### config.mk
export PLATFORM = sky130hd
export DESIGN_NAME = anim_frame_sequencer
export DESIGN_NICKNAME = d
export VERILOG_FILES = /design/src/rtl/anim_frame_sequencer.sv
export SDC_FILE = /design/constraint.sdc
export NUM_CORES = 1
export LEC_CHECK = 0
export ABC_AREA = 1
export CAP_MARGIN = 20
export CORE_AREA = 2 2 74 76
export DETAILED_ROUTE_END_ITERATION = 8
export DIE_AREA = 0 0 76 78
export GPL_ROUTABILITY_DRIVEN = 0
export GPL_TIMING_DRIVEN = 0
export PLACE_DENSITY = 0.83
export SYNTH_ARGS = -nofsm -noshare
export SYNTH_HDL_FRONTEND = slang
export SYNTH_SLANG_ARGS = --single-unit
### constraint.sdc
create_clock -name clk -period 2.5 [get_ports clk]
set_input_delay 0.375 -clock clk [delete_from_list [all_inputs] [get_ports clk]]
set_output_delay 0.375 -clock clk [all_outputs]
set_load 0.005 [all_outputs]
### src/rtl/anim_frame_sequencer.sv
// anim_frame_sequencer: LED animation playback sequencer with digit scan.
// Broadcasts a 5-bit frame index to the per-digit decoders and time-multiplexes
// their active-low segment outputs onto one shared bus.
// Optional feature macro: ANIM_PINGPONG_EN (bounce between 0 and LAST_FRAME).
//
//   state | meaning
//   ------+-----------------------------------------------------------
//   IDLE  | stopped, frame parked at 0, prescaler cleared
//   RUN   | playing; prescaler runs unless paused, frame advances on tick
//   DONE  | playback ended naturally, last frame held until start/stop
module anim_frame_sequencer #(
  parameter int TICK_DIV   = 100000,
  parameter int SCAN_DIV   = 1000,
  parameter int DIGITS     = 4,
  parameter int LAST_FRAME = 31
) (
  input  logic                  clk,
  input  logic                  rst,
  input  logic                  start,
  input  logic                  stop,
  input  logic                  pause,
  input  logic                  loop_en,
  input  logic [DIGITS*7-1:0]   seg_in,
  output logic [4:0]            frame,
  output logic [6:0]            seg,
  output logic [DIGITS-1:0]     dig,
  output logic                  busy,
  output logic                  done
);

  localparam int PW = $clog2(TICK_DIV);
  localparam int SW = $clog2(SCAN_DIV);
  localparam logic [PW-1:0] TICK_MAX  = PW'(TICK_DIV - 1);
  localparam logic [SW-1:0] SCAN_MAX  = SW'(SCAN_DIV - 1);
  localparam logic [4:0]    LAST      = 5'(LAST_FRAME);
  localparam logic [2:0]    IDX_MAX   = 3'(DIGITS - 1);

  typedef enum logic [1:0] {
    IDLE = 2'd0,
    RUN  = 2'd1,
    DONE = 2'd2
  } state_t;

  state_t        state_q, state_d;
  logic [4:0]    frame_q, frame_d;
  logic [PW-1:0] presc_q, presc_d;
  logic          done_d;
  logic          tick;

`ifdef ANIM_PINGPONG_EN
  // 1 = counting up, 0 = counting down
  logic          dir_up_q, dir_up_d;
`endif

  logic [SW-1:0] scan_cnt_q;
  logic [2:0]    scan_idx_q;
  logic          scan_wrap;

  assign tick  = (state_q == RUN) && !pause && (presc_q == TICK_MAX);
  assign frame = frame_q;

  // Playback state register; busy and done are registered alongside state.
  always_ff @(posedge clk or posedge rst) begin
    if (rst) begin
      state_q  <= IDLE;
      frame_q  <= 5'd0;
      presc_q  <= '0;
      busy     <= 1'b0;
      done     <= 1'b0;
`ifdef ANIM_PINGPONG_EN
      dir_up_q <= 1'b1;
`endif
    end else begin
      state_q  <= state_d;
      frame_q  <= frame_d;
      presc_q  <= presc_d;
      busy     <= (state_d == RUN);
      done     <= done_d;
`ifdef ANIM_PINGPONG_EN
      dir_up_q <= dir_up_d;
`endif
    end
  end

  // Next-state logic: prescaler, frame advance, start/stop overrides.
  always_comb begin
    state_d  = state_q;
    frame_d  = frame_q;
    presc_d  = presc_q;
    done_d   = 1'b0;
`ifdef ANIM_PINGPONG_EN
    dir_up_d = dir_up_q;
`endif

    case (state_q)
      RUN: begin
        if (!pause) begin
          presc_d = tick ? '0 : presc_q + PW'(1);
        end
        if (tick) begin
`ifdef ANIM_PINGPONG_EN
          if (dir_up_q) begin
            if (frame_q < LAST) begin
              frame_d = frame_q + 5'd1;
            end else begin
              // Bounce off the top regardless of loop_en.
              dir_up_d = 1'b0;
              frame_d  = LAST - 5'd1;
            end
          end else begin
            if (frame_q != 5'd0) begin
              frame_d = frame_q - 5'd1;
            end else if (loop_en) begin
              dir_up_d = 1'b1;
              frame_d  = 5'd1;
            end else begin
              state_d = DONE;
              done_d  = 1'b1;
            end
          end
`else
          if (frame_q < LAST) begin
            frame_d = frame_q + 5'd1;
          end else if (loop_en) begin
            frame_d = 5'd0;
          end else begin
            state_d = DONE;
            done_d  = 1'b1;
          end
`endif
        end
      end
      default: begin
        presc_d = '0;
      end
    endcase

    if (start) begin
      state_d  = RUN;
      frame_d  = 5'd0;
      presc_d  = '0;
      done_d   = 1'b0;
`ifdef ANIM_PINGPONG_EN
      dir_up_d = 1'b1;
`endif
    end

    // stop has priority over a simultaneous start.
    if (stop) begin
      state_d  = IDLE;
      frame_d  = 5'd0;
      presc_d  = '0;
      done_d   = 1'b0;
`ifdef ANIM_PINGPONG_EN
      dir_up_d = 1'b1;
`endif
    end
  end

  assign scan_wrap = (scan_cnt_q == SCAN_MAX);

  // Free-running digit scan; the slot change cycle is blanked to avoid ghosting.
  always_ff @(posedge clk or posedge rst) begin
    if (rst) begin
      scan_cnt_q <= '0;
      scan_idx_q <= 3'd0;
      dig        <= '1;
      seg        <= 7'h7F;
    end else begin
      if (scan_wrap) begin
        scan_cnt_q <= '0;
        scan_idx_q <= (scan_idx_q == IDX_MAX) ? 3'd0 : scan_idx_q + 3'd1;
        dig        <= '1;
        seg        <= 7'h7F;
      end else begin
        scan_cnt_q <= scan_cnt_q + SW'(1);
        dig        <= ~(DIGITS'(1) << scan_idx_q);
        seg        <= seg_in[7*scan_idx_q +: 7];
      end
    end
  end

endmodule
Word level (Yosys, flattened, before mapping)
Cells that the tools add are included.
Word-level totals
  register bits: 50
  input port bits: 34
  output and inout port bits: 18
  logic and storage cells: 58
Operators by class
  add/subtract/negate cells: 4
  $mul: 1
  order comparisons: 1
  eq/ne operators: 6
  shift operators: 2
  mux-type cells: 27
  bitwise operators: 1
  reduce and logical (&&, ||, !) cells: 7
Operators with widths (number)
  $mux W17: 5
  $mux W5: 6
  $shiftx A28 B7 Y7: 1
  $add A17 B1 Y17 const B: 1
  $eq A17 B17 Y1 const B: 1
  $mux W2: 6
  $add A10 B1 Y10 const B: 1
  $eq A10 B10 Y1 const B: 1
  $mux W10: 1
  $mux W7: 1
  $mul A3 B3 Y6 const A: 1
  $mux W1: 6
  $reduce_bool A3 Y1: 2
  $add A5 B1 Y5 const B: 1
  $lt A5 B5 Y1 const B: 1
  $eq A2 B1 Y1 const B: 2
  $mux W4: 1
  $ne A4 B4 Y1 const B: 1
  $not A4 Y4: 1
  $reduce_bool A4 Y1: 1
  $shl A1 B3 Y4 const A: 1
  $add A3 B1 Y3 const B: 1
  $eq A3 B2 Y1 const B: 1
  $mux W3: 1
  other kinds (3): 4

Depth between registers and ports, before layout
Gate-level depths: netlist of the first run.
  depth after elaboration: 8
  mapped depth: 10
  depth with buffers taken out: 10

Worst setup path after synthesis of the first run
No wires, ideal clock.
  path kind: flip-flop to flip-flop
  start point: reg presc_q[0]
  end point: reg frame_q[3], in the netlist frame[3]
  library setup time: 0.118 ns
  arrival time: 1.332 ns
  setup slack: 1.050 ns
  cell stages (with the launch flop): 11
  cell sequence: dfrtp_1 > ha_1 > nand2_2 > nor2_4 > nand3_2 > nor2_4 > nand2_4 > nor2_4 > nor2_2 > nand2_1 > nand2_1
Between the ends
  cells in the longest elaborated chain, start to end: 4
RTL lines
  from (decl): line 46  | logic [PW-1:0] presc_q, presc_d;
  from (signal assigned): line 76  | presc_q <= presc_d;
  $eq A17 B17 Y1: line 59  | assign tick = (state_q == RUN) && !pause && (presc_q == TICK_MAX);
  $logic_and A1 B1 Y1: line 59
  $reduce_bool A3 Y1 (no line)
  $reduce_and A3 Y1 (no line)
  to (signal assigned): line 75  | frame_q <= frame_d;
  to (decl): line 45  | logic [4:0] frame_q, frame_d;
No other way between the ends.
A chain may end at the register's enable or synchronous reset.

Worst setup path in the final report of the first run
  start point: reg seg[4]
  end point: out seg[4]
RTL lines
  from (decl): line 25  | output logic [6:0] seg,
  from (signal assigned): line 178  | seg <= seg_in[7*scan_idx_q +: 7];
No word-level cell between the ends.

==> flow_summary_export.csv, run 1 <==
group,metric,value,unit
synthesis,synth_cell_type_count,31,
synthesis,yosys.area.top_type,"dfrtp_1",
grt,grt_overflow,0,
worst_setup_path,crit_type,"register to primary output",
synthesis,synth-async-reset-ratio,100.0,%
floorplanning,die_x,76,um
floorplanning,die_h,78,um
place,placedInstanceArea,3408,um^2
drt,first_pass_iters,5,
drt,drt_wl_total,6333,um
drt,post_drt_wl_per_cell,13.00,um
worst_setup_path,crit_path_end,"seg[4]",
flow_run,drv_cap,0,
worst_setup_path,worstPathMaxFanout,1,
worst_setup_path,r2r_cells,10,
power_and_ir_drop,switching_power,0.3340,mW
sta,hold_viol_final,0,
worst_setup_path,endpoint_kind,"primary output",
worst_setup_path,cp_slowest_cell,"dfstp_2",
clock_tree,clock_latency,310,ps
clock_tree,post_cts_buffers,0,
worst_setup_path,crit_family,"flip-flops",
worst_setup_path,r2r_end,"frame[3]$_DFFE_PP0P_",
synthesis,netlist_area,2790,um^2
grt,grt_pass1_vias,2498,
worst_setup_path,reg2reg_from,"presc_q[0]$_DFFE_PP0P_",
grt,grt_usage,22.80,%
sta,final-max-slew-violation-count,0,
sta,relSlewSlack,70.16,%
power_and_ir_drop,swShare,23.36,%
drt,drc,0,
grt,grt_pass1_wl,10990,um
drt,via_per_inst,5.242,
place,numPortBuffers,51,
sta,holdWs,367.0,ps
clock_tree,cts.sinks,50,
synthesis,synth_ff_type,"dfrtp_1",
synthesis,synth_top_area_share,34.98,%
clock_tree,clockRootBuffer,"clkbuf_8",
sta,rsz0062_at_grt,"no",
power_and_ir_drop,power_density,409.1,nW/um^2
final_layout,fill_cells,397,
final_layout,fin_nets,457,
worst_setup_path,cp.arrival,1360,ps
floorplanning,die_area,5928,um^2
sta,finalSetupTns,0,ps
clock_tree,hold_buffers,0,
grt,grt_max_degree,34,
synthesis,synthTopCellsByArea,"dfrtp_1 (35%), nand2_1 (11%), dfstp_2 (10%)",
synthesis,syn_area_per_cell,7.816,um^2
final_layout,area_growth,25.25,%
worst_setup_path,crit_cells,1,
clock_tree,htree_levels,2,
final_layout,drive_above_1_share,10.07,%
power_and_ir_drop,clockPowerShare,32.8,%
power_and_ir_drop,p_comb_share,9.3,%
synthesis,yosysSeqAreaShare,45.34,%
drt,first_iter_violations,117,
drt,vias,2553,
worst_setup_path,slowest_delay,530,ps
status,outcome,"finished, final reports clean",
drt,drtAntennaViolNets,0,
final_layout,multi_input_area,1306,um^2
power_and_ir_drop,seq_power_share,57.9,%
worst_setup_path,cp_data_required_time,2120,ps
synthesis,yosysMostFrequentCell,"nand2_1",
power_and_ir_drop,power.internal,1.096,mW
worst_setup_path,crit_path_start_kind,"register",
final_layout,num_antenna_cells,0,
synthesis,ys_ff_latch,50,
worst_setup_path,crit_buf_inv,1,
sta,setup_ws,763.3,ps
synthesis,synth_nets,398,
clock_tree,numCtsBuffers,5,
clock_tree,cts_tree,"built",
clock_tree,cts-resized-gates,0,
worst_setup_path,crit_start,"seg[4]$_DFF_PP1_",
place,dp_hpwl,4812,um
synthesis,synth-edff-count,0,
synthesis,synthCells,357,
sta,fmax,575.8,MHz
final_layout,final_area,3495,um^2
sta,finalCriticalPeriod,1737,ps
grt,antenna_found_initial,0,
sta,tightest_slew,447.6,ps
floorplanning,placementRows,26,
power_and_ir_drop,ir_drop,0.3073,mV
worst_setup_path,worstPathCellList,"clkdlybuf4s50_1",
hold_path,hp-class,"input pin to asynchronous set/reset pin",
synthesis,ys.warnings.count,0,
place,place_ws,596.0,ps
clock_tree,clk_pin_slew,90,ps
floorplanning,pin_count,52,
synthesis,synth_common_cells,"nand2_1 (85), inv_1 (48), dfrtp_1 (39)",
sta,skew,6.089,ps
power_and_ir_drop,p_leak,1.628,nW
sta,setup_viol,0,
worst_setup_path,ff2ff_setup_slack,830,ps
clock_tree,clk_path_buf_depth,2,
final_layout,final-seq-area,1265,um^2
floorplanning,coreArea,5042,um^2
floorplanning,initial_core_util,55.33,%
sta,post-route-period-util,69.47,%
==> sequential cells by signal, summed over array words and instances, names as in the netlist <==
signal      flops
scan_cnt_q     10
frame           5
done            1
dig             4
seg             7
presc_q        17
busy            1
scan_idx_q      3
state_q         2
==> routing by layer <==
layer	share of wire, %	track usage, %
met1	43	27.32
met2	50	41.43
met3	6.0	5.116
met4	1.4	6.182
met5	0	0
==> through the flow <==
| stage | cells | util (%) | power, mW |
|---|---|---|---|
| after global routing | 487 | 69.31 | 1.490 |
| final | 487 | 69.31 | 1.430 |
| after CTS | 487 | 69.31 | 1.438 |
| after global placement | 478 | 67.20 | 0.9691 |
| after floorplan | 357 | - | 0.8884 |
| after detailed placement | 479 | 67.59 | 0.9750 |
==> worst min path at each step <==
stage / end / depth (start not counted) / slack [ps] / startpoint
after floorplan: scan_cnt_q[0]$_DFF_PP0_ / 1 / 430 / scan_cnt_q[0]$_DFF_PP0_
after global placement: scan_cnt_q[0]$_DFF_PP0_ / 1 / 450 / scan_cnt_q[0]$_DFF_PP0_
after detailed placement: scan_cnt_q[0]$_DFF_PP0_ / 1 / 460 / scan_cnt_q[0]$_DFF_PP0_
after CTS: frame[0]$_DFFE_PP0P_ / 2 / 370 / rst
after global routing: frame[0]$_DFFE_PP0P_ / 2 / 420 / rst
final: presc_q[16]$_DFFE_PP0P_ / 2 / 370 / rst
==> layout make-up <==
class                   count  area share (%)
plain buffers               5          0.7877
clock buffers               6           2.077
clock inverters             2          0.3938
inverters                  51           5.478
multi-input cells         251           37.38
flip-flops and latches     50           36.20
well taps                  70           2.506
repair buffers             52           15.18
==> layout by cell type (no fill, tap or decap), types with 2 or more instances in the layout <==
master and instances:
nand2_1 85, clkdlybuf4s50_1 51, inv_1 47, dfrtp_1 39
nand3_1 35, nor2_1 29, o21ai_0 18, a21oi_1 15
nor3_1 13, dfstp_2 11, nand4_1 7, xor2_1 7
ha_1 7, nor2_2 5, clkbuf_8 5, nor2_4 4
xnor2_1 4, nand3_2 3, nor3_2 3, o21ai_1 3
clkbuf_1 3, o22ai_1 3, clkinv_1 2, nand2_2 2
nand2_4 2, nor4_1 2, inv_2 2, and2_1 2
==> cells by family (layout without fill, tap and decap cells) <==
family,Yosys count,count (layout),share of synthesized area [%]
simple gates,192,192,32.56
buf+inv,56,116,7.847
flops,50,50,45.34
compound gates,41,41,7.668
xor+xnor,11,11,3.453
fa+ha+maj,7,7,3.139
==> power by group through the flow <==
| stage | sequential (mW) | combinational (mW) | clock, mW |
|---|---|---|---|
| finish | 0.828 | 0.133 | 0.469 |
| floorplan | 0.843 | 0.0453 | 0 |
| global placement | 0.842 | 0.127 | 0 |
| detailed placement | 0.843 | 0.132 | 0 |
| CTS | 0.828 | 0.134 | 0.477 |
| global route | 0.829 | 0.147 | 0.514 |
Note: power is estimated with default switching activity, not from simulation.
==> inputs of run 2 (changes only) <==
--- a/config.mk
+++ b/config.mk
@@ -7,12 +7,12 @@
 export LEC_CHECK = 0
 export ABC_AREA = 1
 export CAP_MARGIN = 20
-export CORE_AREA = 2 2 74 76
+export CORE_AREA = 2 2 77 79
 export DETAILED_ROUTE_END_ITERATION = 8
-export DIE_AREA = 0 0 76 78
+export DIE_AREA = 0 0 79 81
 export GPL_ROUTABILITY_DRIVEN = 0
 export GPL_TIMING_DRIVEN = 0
-export PLACE_DENSITY = 0.83
+export PLACE_DENSITY = 0.77
 export SYNTH_ARGS = -nofsm -noshare
 export SYNTH_HDL_FRONTEND = slang
 export SYNTH_SLANG_ARGS = --single-unit
==> constraint.sdc (replaced) <==
create_clock -name clk -period 1.71 [get_ports clk]
set_input_delay 0.2565 -clock clk [delete_from_list [all_inputs] [get_ports clk]]
set_output_delay 0.2565 -clock clk [all_outputs]
set_load 0.005 [all_outputs]
==> flow_summary_export.csv, run 2 (synthesis results as in run 1) <==
group,metric,value,unit
status,outcome,"finished, final reports clean",
sta,fmax,623.7,MHz
hold_path,hp-class,"input pin to asynchronous set/reset pin",
power_and_ir_drop,p_leak,1.639,nW
worst_setup_path,reg2reg_from,"presc_q[1]$_DFFE_PP0P_",
floorplanning,die_area,6399,um^2
clock_tree,cts_tree,"built",
clock_tree,clock_latency,300,ps
final_layout,final_cell_mix,"nand2_1 (84), clkdlybuf4s50_1 (51), inv_1 (47)",
drt,first_pass_iters,5,
final_layout,area_growth,26.86,%
sta,skew,10.01,ps
worst_setup_path,r2r_cells,10,
power_and_ir_drop,power_density,611.4,nW/um^2
final_layout,final_util,62.37,%
sta,post-route-period-util,93.76,%
floorplanning,die_h,81,um
clock_tree,clk_path_buf_depth,2,
place,dp_hpwl,4673,um
sta,tightest_slew,408.4,ps
power_and_ir_drop,ir_drop,0.3702,mV
clock_tree,clockRootBuffer,"clkbuf_8",
grt,grt_usage,20.19,%
final_layout,multi_input_area,1321,um^2
worst_setup_path,r2r_end,"frame[3]$_DFFE_PP0P_",
final_layout,final-seq-area,1265,um^2
floorplanning,coreArea,5675,um^2
drt,drtAntennaViolNets,0,
worst_setup_path,crit_path_start_kind,"register",
final_layout,final_area,3540,um^2
drt,drt_wl_total,6219,um
final_layout,final_common_cell,"nand2_1",
clock_tree,clk_pin_slew,90,ps
sta,final-max-slew-violation-count,0,
final_layout,fin_nets,458,
worst_setup_path,worstPathMaxFanout,5,
grt,use_met3,4.444,%
final_layout,reg.largest.list,"presc_q: 17 flops, scan_cnt_q: 10 flops, seg: 7 flops",
clock_tree,cts.sinks,50,
grt,grt_max_degree,46,
floorplanning,pin_count,52,
grt,use_met2,34.75,%
drt,post_drt_wl_per_cell,12.61,um
final_layout,largest_register,"presc_q",
clock_tree,numCtsBuffers,5,
final_layout,largest_register_ffs,17,
final_layout,fill_cells,513,
worst_setup_path,endpoint_kind,"register",
drt,drc,0,
worst_setup_path,crit_type,"register to register",
final_layout,drive_above_1_share,10.77,%
worst_setup_path,ff2ff_setup_slack,110,ps
grt,antenna_found_initial,0,
sta,relSlewSlack,72.77,%
sta,finalCriticalPeriod,1603,ps
floorplanning,initial_core_util,49.16,%
drt,first_iter_violations,154,
grt,grt_pass1_vias,2424,
place,numPortBuffers,51,
clock_tree,htree_levels,2,
sta,setup_viol,0,
final_layout,num_antenna_cells,0,
sta,hold_viol_final,0,
grt,grtUsageMet1,25.82,%
floorplanning,die_x,79,um
worst_setup_path,cp.arrival,1800,ps
drt,via_per_inst,5.142,
floorplanning,placementRows,28,
worst_setup_path,cp_data_required_time,1900,ps
grt,grt.busiest_layer,"met2",
clock_tree,hold_buffers,0,
drt,vias,2535,
flow_run,drv_cap,0,
worst_setup_path,crit_start,"presc_q[1]$_DFFE_PP0P_",
place,placedInstanceArea,3415,um^2
worst_setup_path,crit_path_end,"frame[3]$_DFFE_PP0P_",
grt,grt_pass1_wl,10440,um
grt,grt_overflow,0,
-- run 2: where the power goes --
part	total [mW]	leakage [nW]	switching, mW	internal, mW
combinational	0.194	0.946	0.0832	0.111
clock	0.760	0.0506	0.380	0.379
sequential	1.21	0.642	0.00782	1.20
total	2.16	1.64	0.471	1.69
-- run 2: timing repair --
| item | 4_1_cts | 5_1_grt |
|---|---|---|
| resized for setup | 0 | 4 |
| endpoints found under the setup margin | 0 | 15 |
| buffers inserted | 0 | 1 |
-- run 2: layout make-up --
class                   count  area share (%)
clock buffers               8           2.863
flip-flops and latches     50           35.74
well taps                  75           2.651
multi-input cells         251           37.33
inverters                  51           5.408
repair buffers             53           15.20
plain buffers               5          0.8130
-- run 2: worst min-delay path by stage --
stage,startpoint,end,slack (ps),depth (start not counted)
final,rst,scan_cnt_q[4]$_DFF_PP0_,140,2
after global routing,rst,scan_cnt_q[4]$_DFF_PP0_,160,2
after CTS,rst,scan_cnt_q[4]$_DFF_PP0_,140,2
after detailed placement,scan_cnt_q[0]$_DFF_PP0_,scan_cnt_q[0]$_DFF_PP0_,450,1
after global placement,scan_cnt_q[0]$_DFF_PP0_,scan_cnt_q[0]$_DFF_PP0_,450,1
after floorplan,start,frame[0]$_DFFE_PP0P_,410,3
-- run 2: metrics by stage --
| step | total power [mW] | TNS (ps) | hold slack, ps | instances | worst slack (ps) |
|---|---|---|---|---|---|
| 6_report | 2.164 | 0 | 141.1 | 493 | 106.7 |
| 5_1_grt | 2.251 | -2.732 | 157.8 | 493 | -2.732 |
| 4_1_cts | 2.199 | 0 | 135.3 | 492 | 44.69 |
| 3_5_place_dp | 1.427 | -484.4 | 454.5 | 484 | -86.56 |
| 3_3_place_gp | 1.418 | -27990 | 451.6 | 483 | -647.9 |
| 2_1_floorplan | 1.299 | 0 | 413.4 | 357 | 260.2 |
-- run 2: critical path, stage by stage, from the launching register on --
cell and delay (ps):
dfrtp_1 440, ha_4 180, nand2_2 60, nor2_4 150, nand3_2 100, nor2_4 130, nand2_4 100, nor2_4 140
nor2_2 90, nand2_1 60, nand2_1 50
-- run 2: per-layer routing --
metal | routed length [um] | share of wire, % | up-vias
li1 | - | - | 1267
met1 | 2828 | 45 | 1182
met2 | 2995 | 48 | 78
met3 | 310 | 5.0 | 8
met4 | 84 | 1.4 | 0
met5 | 0 | 0 | -
==> inputs of run 3 (changes only) <==
--- a/config.mk
+++ b/config.mk
@@ -6,13 +6,13 @@
 export NUM_CORES = 1
 export LEC_CHECK = 0
 export ABC_AREA = 1
-export CAP_MARGIN = 20
 export CORE_AREA = 2 2 77 79
 export DETAILED_ROUTE_END_ITERATION = 8
 export DIE_AREA = 0 0 79 81
 export GPL_ROUTABILITY_DRIVEN = 0
 export GPL_TIMING_DRIVEN = 0
 export PLACE_DENSITY = 0.77
+export SLEW_MARGIN = 20
 export SYNTH_ARGS = -nofsm -noshare
 export SYNTH_HDL_FRONTEND = slang
 export SYNTH_SLANG_ARGS = --single-unit
==> flow_summary_export.csv, run 3 (synthesis results as in run 1) <==
group,metric,value,unit
status,outcome,"finished, final reports clean",
sta,finalCriticalPeriod,1607,ps
place,dp_hpwl,4746,um
power_and_ir_drop,ir_drop,0.3696,mV
drt,via_per_inst,5.160,
hold_path,hp-class,"input pin to asynchronous set/reset pin",
power_and_ir_drop,p_leak,1.649,nW
clock_tree,htree_levels,2,
grt,antenna_found_initial,0,
sta,finalSetupTns,0,ps
flow_run,drv_cap,0,
worst_setup_path,slowest_delay,400,ps
clock_tree,clock_latency,300,ps
final_layout,drive_above_1_share,11.00,%
final_layout,final_util,62.59,%
place,place_inst,484,
clock_tree,clk_path_buf_depth,2,
drt,post_drt_wl_per_cell,12.50,um
final_layout,fill_cells,511,
sta,setup_viol,0,
worst_setup_path,cp_data_required_time,1910,ps
final_layout,final-seq-area,1265,um^2
clock_tree,clk_pin_slew,90,ps
worst_setup_path,crit_type,"register to register",
final_layout,num_antenna_cells,0,
sta,hold_viol_final,0,
floorplanning,die_area,6399,um^2
sta,skew,6.052,ps
final_layout,fin_cells,493,
final_layout,final_common_cell,"nand2_1",
clock_tree,clockRootBuffer,"clkbuf_8",
worst_setup_path,endpoint_kind,"register",
drt,drt_wl_total,6163,um
floorplanning,die_x,79,um
final_layout,reg.largest.list,"presc_q: 17 flops, scan_cnt_q: 10 flops, seg: 7 flops",
grt,grt_usage,20.26,%
clock_tree,numCtsBuffers,5,
worst_setup_path,r2r_cells,10,
final_layout,area_growth,27.31,%
grt,grt_pass1_vias,2436,
worst_setup_path,crit_path_start_kind,"register",
sta,post-route-period-util,93.95,%
final_layout,largest_register_ffs,17,
floorplanning,die_h,81,um
drt,first_pass_iters,4,
worst_setup_path,worstPathMaxFanout,5,
final_layout,multi_input_area,1316,um^2
final_layout,fin_nets,458,
floorplanning,pin_count,52,
drt,first_iter_violations,151,
worst_setup_path,crit_buf_inv,0,
sta,rsz0062_at_grt,"yes",
worst_setup_path,crit_cells,10,
worst_setup_path,cp.arrival,1800,ps
place,numPortBuffers,51,
drt,drc,0,
sta,final-max-slew-violation-count,0,
drt,drtAntennaViolNets,0,
floorplanning,initial_core_util,49.16,%
sta,holdWs,350.9,ps
clock_tree,cts.sinks,50,
grt,grt_overflow,0,
sta,fmax,622.4,MHz
worst_setup_path,crit_top_cell,"nor2_4",
worst_setup_path,cp_slowest_cell,"dfrtp_1",
final_layout,final_cell_mix,"nand2_1 (84), clkdlybuf4s50_1 (51), inv_1 (47)",
floorplanning,coreArea,5675,um^2
sta,tightest_slew,652.3,ps
drt,vias,2544,
grt,grt_max_degree,31,
final_layout,largest_register,"presc_q",
sta,relSlewSlack,56.45,%
worst_setup_path,crit_family,"simple AND/OR/NAND/NOR gates",
worst_setup_path,worstPathCellList,"ha_2, nand2_2, nor2_4, nand3_2, nor2_4, nand2_4, nor2_4, nor2_4, nand2_1, nand2_1",
clock_tree,cts_tree,"built",
power_and_ir_drop,power_density,623.2,nW/um^2
floorplanning,placementRows,28,
grt,grt_pass1_wl,10420,um
run 3: worst paths after layout:
check	startpoint	end	slack, ps
max in group asynchronous	rst	frame[1]$_DFFE_PP0P_	820
min reg2reg	scan_cnt_q[0]$_DFF_PP0_	scan_cnt_q[0]$_DFF_PP0_	470
min	rst	scan_cnt_q[6]$_DFF_PP0_	350
max	presc_q[0]$_DFFE_PP0P_	frame[3]$_DFFE_PP0P_	100
max reg2reg	presc_q[0]$_DFFE_PP0P_	frame[3]$_DFFE_PP0P_	100
min in group clk	scan_cnt_q[0]$_DFF_PP0_	scan_cnt_q[0]$_DFF_PP0_	470
run 3: routing by layer:
layer	part of all wire, %	routed length (um)	global-route usage, %
met4	1.6	97	6.379
met3	4.9	302	4.444
met5	0	0	0
met1	45	2775	25.02
met2	48	2988	35.51
run 3: power breakdown:
group | total, mW | switching [mW] | leakage [nW] | internal, mW
Combinational | 0.197 | 0.0842 | 0.950 | 0.113
Sequential | 1.21 | 0.00742 | 0.642 | 1.20
Clock | 0.807 | 0.388 | 0.0566 | 0.419
Total | 2.21 | 0.480 | 1.65 | 1.73
run 3: layout make-up:
class | instances | share of cell area [%]
sequential | 50 | 35.61
multi-input combinational | 251 | 37.06
clock buffer | 8 | 3.135
inverter | 51 | 5.389
buffer | 5 | 0.8101
tap | 75 | 2.642
timing repair buffer | 53 | 15.36
run 3: repair_timing:
action / 4_1_cts / 5_1_grt
endpoints found under the setup margin: 0 / 12
gates resized for setup: 0 / 4
endpoints found under the hold margin: 0 / 0
hold buffers: 0 / 0
setup buffers: 0 / 1
run 3: stage by stage:
stage | total power, mW | setup slack, ps | cell area, um^2
final | 2.214 | 103.4 | 3552
after global routing | 2.303 | -8.415 | 3552
after CTS | 2.241 | 51.96 | 3533
after detailed placement | 1.429 | -95.91 | 3422
after global placement | 1.418 | -647.9 | 3395
after floorplan | 1.299 | 260.2 | 2790
